$ cat src/rtl/dem_pkg.sv
// Shared types and defaults for the dynamic element matching stages.
package dem_pkg;
  localparam int N_ELEM_DEF = 31;
  localparam int PTR_W_DEF  = 5;

  typedef logic [N_ELEM_DEF-1:0] therm_t;
  typedef logic [PTR_W_DEF-1:0]  ptr_t;
endpackage

$ cat src/rtl/dwa_rotator_therm_count.sv
// Popcount of a thermometer vector plus a check that it is LSB-packed.
import dem_pkg::*;

module therm_count #(
  parameter int N_ELEM = N_ELEM_DEF,
  parameter int PTR_W  = PTR_W_DEF
) (
  input  logic [N_ELEM-1:0] vec,
  output logic [PTR_W:0]    k,
  output logic              therm_ok
);

  logic [PTR_W:0]    cnt;
  logic [N_ELEM-1:0] ref_mask;

  always_comb begin
    cnt = '0;
    for (int i = 0; i < N_ELEM; i++) begin
      cnt = cnt + (PTR_W+1)'(vec[i]);
    end
    ref_mask = '0;
    for (int i = 0; i < N_ELEM; i++) begin
      ref_mask[i] = ((PTR_W+1)'(i) < cnt);
    end
  end

  assign k        = cnt;
  assign therm_ok = (vec == ref_mask);

endmodule

$ cat src/rtl/dwa_rotator.sv
// DWA element rotator: rotates an LSB-packed k-of-N mask around a
// circular pointer so unit elements are used in cycling order.
import dem_pkg::*;

module dwa_rotator #(
  parameter int N_ELEM = N_ELEM_DEF,
  parameter int PTR_W  = PTR_W_DEF
) (
  input  logic              clk,
  input  logic              rst,
  input  logic              in_valid,
  input  logic [N_ELEM-1:0] in_therm,
  input  logic              dwa_en,
  output logic              out_valid,
  output logic [N_ELEM-1:0] out_sel,
  output logic [PTR_W-1:0]  ptr,
  output logic              therm_err
);

  localparam logic [PTR_W:0] N_W = (PTR_W+1)'(N_ELEM);

  logic [PTR_W:0]      k;
  logic                therm_ok;
  logic [N_ELEM-1:0]   mask;
  logic [2*N_ELEM-1:0] dbl;
  logic [N_ELEM-1:0]   rot;
  logic [PTR_W:0]      sum;
  logic [PTR_W:0]      wrap;

  logic [N_ELEM-1:0] sel_q, sel_d;
  logic [PTR_W-1:0]  ptr_q, ptr_d;
  logic              vld_q, vld_d;
  logic              err_q, err_d;

  therm_count #(
    .N_ELEM (N_ELEM),
    .PTR_W  (PTR_W)
  ) u_cnt (
    .vec      (in_therm),
    .k        (k),
    .therm_ok (therm_ok)
  );

  // Mask rebuilt from k so malformed codes still consume k elements.
  always_comb begin
    mask = '0;
    for (int i = 0; i < N_ELEM; i++) begin
      mask[i] = ((PTR_W+1)'(i) < k);
    end
    dbl  = {mask, mask} << ptr_q;
    rot  = dbl[2*N_ELEM-1:N_ELEM];
    sum  = {1'b0, ptr_q} + k;
    wrap = (sum >= N_W) ? (sum - N_W) : sum;
  end

  always_comb begin
    sel_d = sel_q;
    ptr_d = ptr_q;
    err_d = err_q;
    vld_d = in_valid;
    if (in_valid) begin
      err_d = !therm_ok;
      if (dwa_en) begin
        sel_d = rot;
        ptr_d = wrap[PTR_W-1:0];
      end else begin
        sel_d = in_therm;
      end
    end
  end

  always_ff @(posedge clk or posedge rst) begin
    if (rst) begin
      sel_q <= '0;
      ptr_q <= '0;
      vld_q <= 1'b0;
      err_q <= 1'b0;
    end else begin
      sel_q <= sel_d;
      ptr_q <= ptr_d;
      vld_q <= vld_d;
      err_q <= err_d;
    end
  end

  assign out_valid = vld_q;
  assign out_sel   = sel_q;
  assign ptr       = ptr_q;
  assign therm_err = err_q;

endmodule

$ cat config.mk
export PLATFORM = sky130hd
export DESIGN_NAME = dwa_rotator
export DESIGN_NICKNAME = d
export VERILOG_FILES = /design/src/rtl/dem_pkg.sv /design/src/rtl/dwa_rotator_therm_count.sv /design/src/rtl/dwa_rotator.sv
export SDC_FILE = /design/constraint.sdc
export NUM_CORES = 1
export LEC_CHECK = 0
export ABC_AREA = 1
export CORE_MARGIN = 2
export CORE_UTILIZATION = 45
export DETAILED_ROUTE_END_ITERATION = 7
export PLACE_DENSITY = 0.67
export REMOVE_ABC_BUFFERS = 1
export SYNTH_ARGS = -nofsm -noshare
export SYNTH_HDL_FRONTEND = slang
export SYNTH_SLANG_ARGS = --single-unit
$ cat constraint.sdc
create_clock -name clk -period 4.6 [get_ports clk]
set_input_delay 0.69 -clock clk [delete_from_list [all_inputs] [get_ports clk]]
set_output_delay 0.69 -clock clk [all_outputs]
set_load 0.005 [all_outputs]
==> reports/metrics.yaml <==
status:
  outcome: "finished with violations"
  violations: "negative setup slack"
finish:
  regArea_um2: 950.9
  multiInputGateArea_um2: 4954
  final_util_pct: 70.82
  insertedDiodeCount: 0
  n_fill_cell: 1005
  layout.nets: 1152
  synthToLayoutAreaGrowth_pct: 53.65
  finalNonFillerCells: 1226
  layout-drive-gt1-share_pct: 36.05
critical_path:
  rr_endpoint: "out_sel[8]$_DFFE_PP0P_"
  end_kind: "flip-flop"
  path_depth: 25
  r2r_cells: 9
  max_stage_delay_ps: 590
  path_max_fanout: 3
  startpoint: "in_therm[1]"
  cp_top_family: "adder cells"
  critPathLaunchType: "primary input"
  cpMostUsedCell: "fa_1"
  crit_required_ps: 4730
  cp_num_buf_inv: 6
  cp_slowest_cell: "fa_2"
  cp-endpoint: "ptr[3]$_DFFE_PP0P_"
  arrival_ps: 6450
  critPathKind: "in -> reg"
  rr_startpoint: "ptr[2]$_DFFE_PP0P_"
  r2r_setup_slack_ps: 1920
synth:
  synth_ff_type: "dfrtp_1"
  ys_ff_latch: 38
  async_flop_share_pct: 100.0
  yosysSeqAreaShare_pct: 17.18
  synth.distinct_cells: 40
  synth_edf_count: 0
  syn_area_um2: 5537
  ys_warn_count: 0
  avgSynthCellArea_um2: 6.207
  syn_inst: 892
grt:
  overflow: 0
  grt_use_total_pct: 34.85
  grt_pass1_vias: 6691
  antenna_found_initial: 0
  grt_max_degree: 39
  grt_pass1_wl_um: 35360
die:
  num_io_pins: 73
  fp.dieW_um: 114.9
  die_area_um2: 13210
  design.core.area_um2: 12010
  die_h_um: 114.9
  initial_core_util_pct: 46.09
  row_count: 40
drt:
  vias: 7117
  wirelength_um: 22960
  avgViaCountPerCell: 5.805
  post-route-drc-count: 0
  avgRoutedWirePerCell_um: 18.73
  drt-initial-drc-count: 958
  first_pass_iters: 5
  drtAntennaViolNets: 0
clocking:
  cts-htree-levels: 2
  clk_path_buf_depth: 2
  clk_pin_slew_worst_paths_ps: 60
  numCtsBuffers: 5
  cts_tree: "yes"
  cts_root_buf: "clkbuf_16"
  clock_latency_ps: 290
  cts_num_sinks: 38
sta:
  period_minus_slack_ps: 6325
  whs_ps: 517.3
  fmax_ghz: 0.1581
  period_share_pct: 137.5
  hold_viol: 0
  maxSlewViolCount: 0
  layout_setup_ws_ps: -1725
  setup_violations: 37
  worst_pin_slew_ps: 1308
  clock-skew-final_ps: 3.722
  relSlewSlack_pct: 12.68
  final.setup.tns_ps: -59440
  rsz0062_at_grt: "yes"
hold_path:
  min-delay-start: "out_sel[3]$_DFFE_PP0P_"
  hp-class: "reg -> reg"
flow_run:
  cap_violations: 0
placed_design:
  dp.cells: 1187
  dp_hpwl_um: 17020
  place_congestion: 1.021
  port_buffers: 72
==> worst min-delay path by stage <==
stage	cells after the start	slack, ps	endpoint
after floorplan	2	500	therm_err$_DFFE_PP0P_
after global placement	2	490	therm_err$_DFFE_PP0P_
after detailed placement	2	500	therm_err$_DFFE_PP0P_
after CTS	2	510	therm_err$_DFFE_PP0P_
after global routing	2	540	out_sel[7]$_DFFE_PP0P_
final	2	520	out_sel[3]$_DFFE_PP0P_
==> layout by cell type (no fill, tap or decap), drive strengths merged <==
| master | count |
|---|---|
| buf | 162 |
| clkinvlp | 1 |
| a21oi | 72 |
| nor2 | 67 |
| nand4 | 3 |
| o211ai | 4 |
| a211oi | 3 |
| inv | 87 |
| clkdlybuf4s50 | 56 |
| ha | 15 |
| or2 | 5 |
| a31oi | 1 |
| nor3 | 5 |
| a21o | 1 |
| dlygate4sd2 | 5 |
| xor2 | 17 |
| clkdlybuf4s15 | 3 |
| nand3 | 252 |
| o21ai | 16 |
| fa | 24 |
| clkinv | 1 |
| clkbuf | 6 |
| nand2 | 225 |
| o22ai | 3 |
| o2111ai | 1 |
| dfrtp | 38 |
| xnor2 | 6 |
==> routing by layer <==
| metal | vias up | part of all wire, % | GRT usage [%] |
|---|---|---|---|
| met5 | - | 0 | 0 |
| met4 | 0 | 5.5 | 15.50 |
| met1 | 3306 | 42 | 47.19 |
| met3 | 71 | 7.9 | 5.219 |
| li1 | 3343 | - | - |
| met2 | 397 | 45 | 55.29 |
==> worst min-delay path: cells and delay by family (launching register included) <==
| family | cells | cell delay [ps] |
|---|---|---|
| flip-flops | 1 | 340 |
| AO/OA/AOI/OAI | 1 | 90 |
| AND/OR/NAND/NOR | 1 | 40 |
==> cells in the mapped netlist, drive strengths merged, types with 6 or more instances <==
cell | count | area, µm²
clkbuf | 19 | 71.32
buf | 29 | 162.7
dfrtp | 38 | 950.9
ha | 15 | 187.7
o21ai | 16 | 83.83
nand2 | 224 | 923.4
nand3 | 252 | 1286
xnor2 | 6 | 52.55
nor2 | 67 | 314.1
inv | 87 | 329.1
a21oi | 72 | 360.4
xor2 | 17 | 148.9
fa | 24 | 480.5
==> repair_timing <==
| item | in CTS | in global routing |
|---|---|---|
| resized for setup | 209 | 70 |
| pin swaps | 67 | 42 |
| gates cloned | 1 | 0 |
| setup buffers | 22 | 8 |
| endpoints found under the setup margin | 37 | 37 |
| hold buffers | 0 | 0 |
==> area by class of cell <==
| class | instances | area share, % |
|---|---|---|
| Multi-Input combinational cell | 720 | 58.23 |
| Timing Repair Buffer | 226 | 22.72 |
| Sequential cell | 38 | 11.18 |
| Inverter | 87 | 3.927 |
| Tap cell | 147 | 2.162 |
| Clock buffer | 6 | 1.633 |
| Clock inverter | 2 | 0.1471 |
==> sequential cells by signal (all words and copies together), names as in the netlist <==
signal and count:
out_sel 31, out_valid 1, ptr 5, therm_err 1
==> stage by stage <==
stage / worst slack (ps) / instance area [µm²]
finish: -1725 / 8507
global route: -1943 / 8507
CTS: -1742 / 8137
detailed placement: -2663 / 7151
global placement: -2460 / 7151
floorplan: -2011 / 5303
==> logic make-up after synthesis <==
kind of cell	count (synthesis)	synth area share, %
compound gates	101	9.808
buf+inv	135	10.17
xor+xnor	23	3.638
flops	38	17.18
fa+ha+maj	39	12.07
simple gates	556	47.14
Power is left out: the tool's default activity adds up to more than one toggle a clock period on the data nets, which glitch-free logic cannot reach.
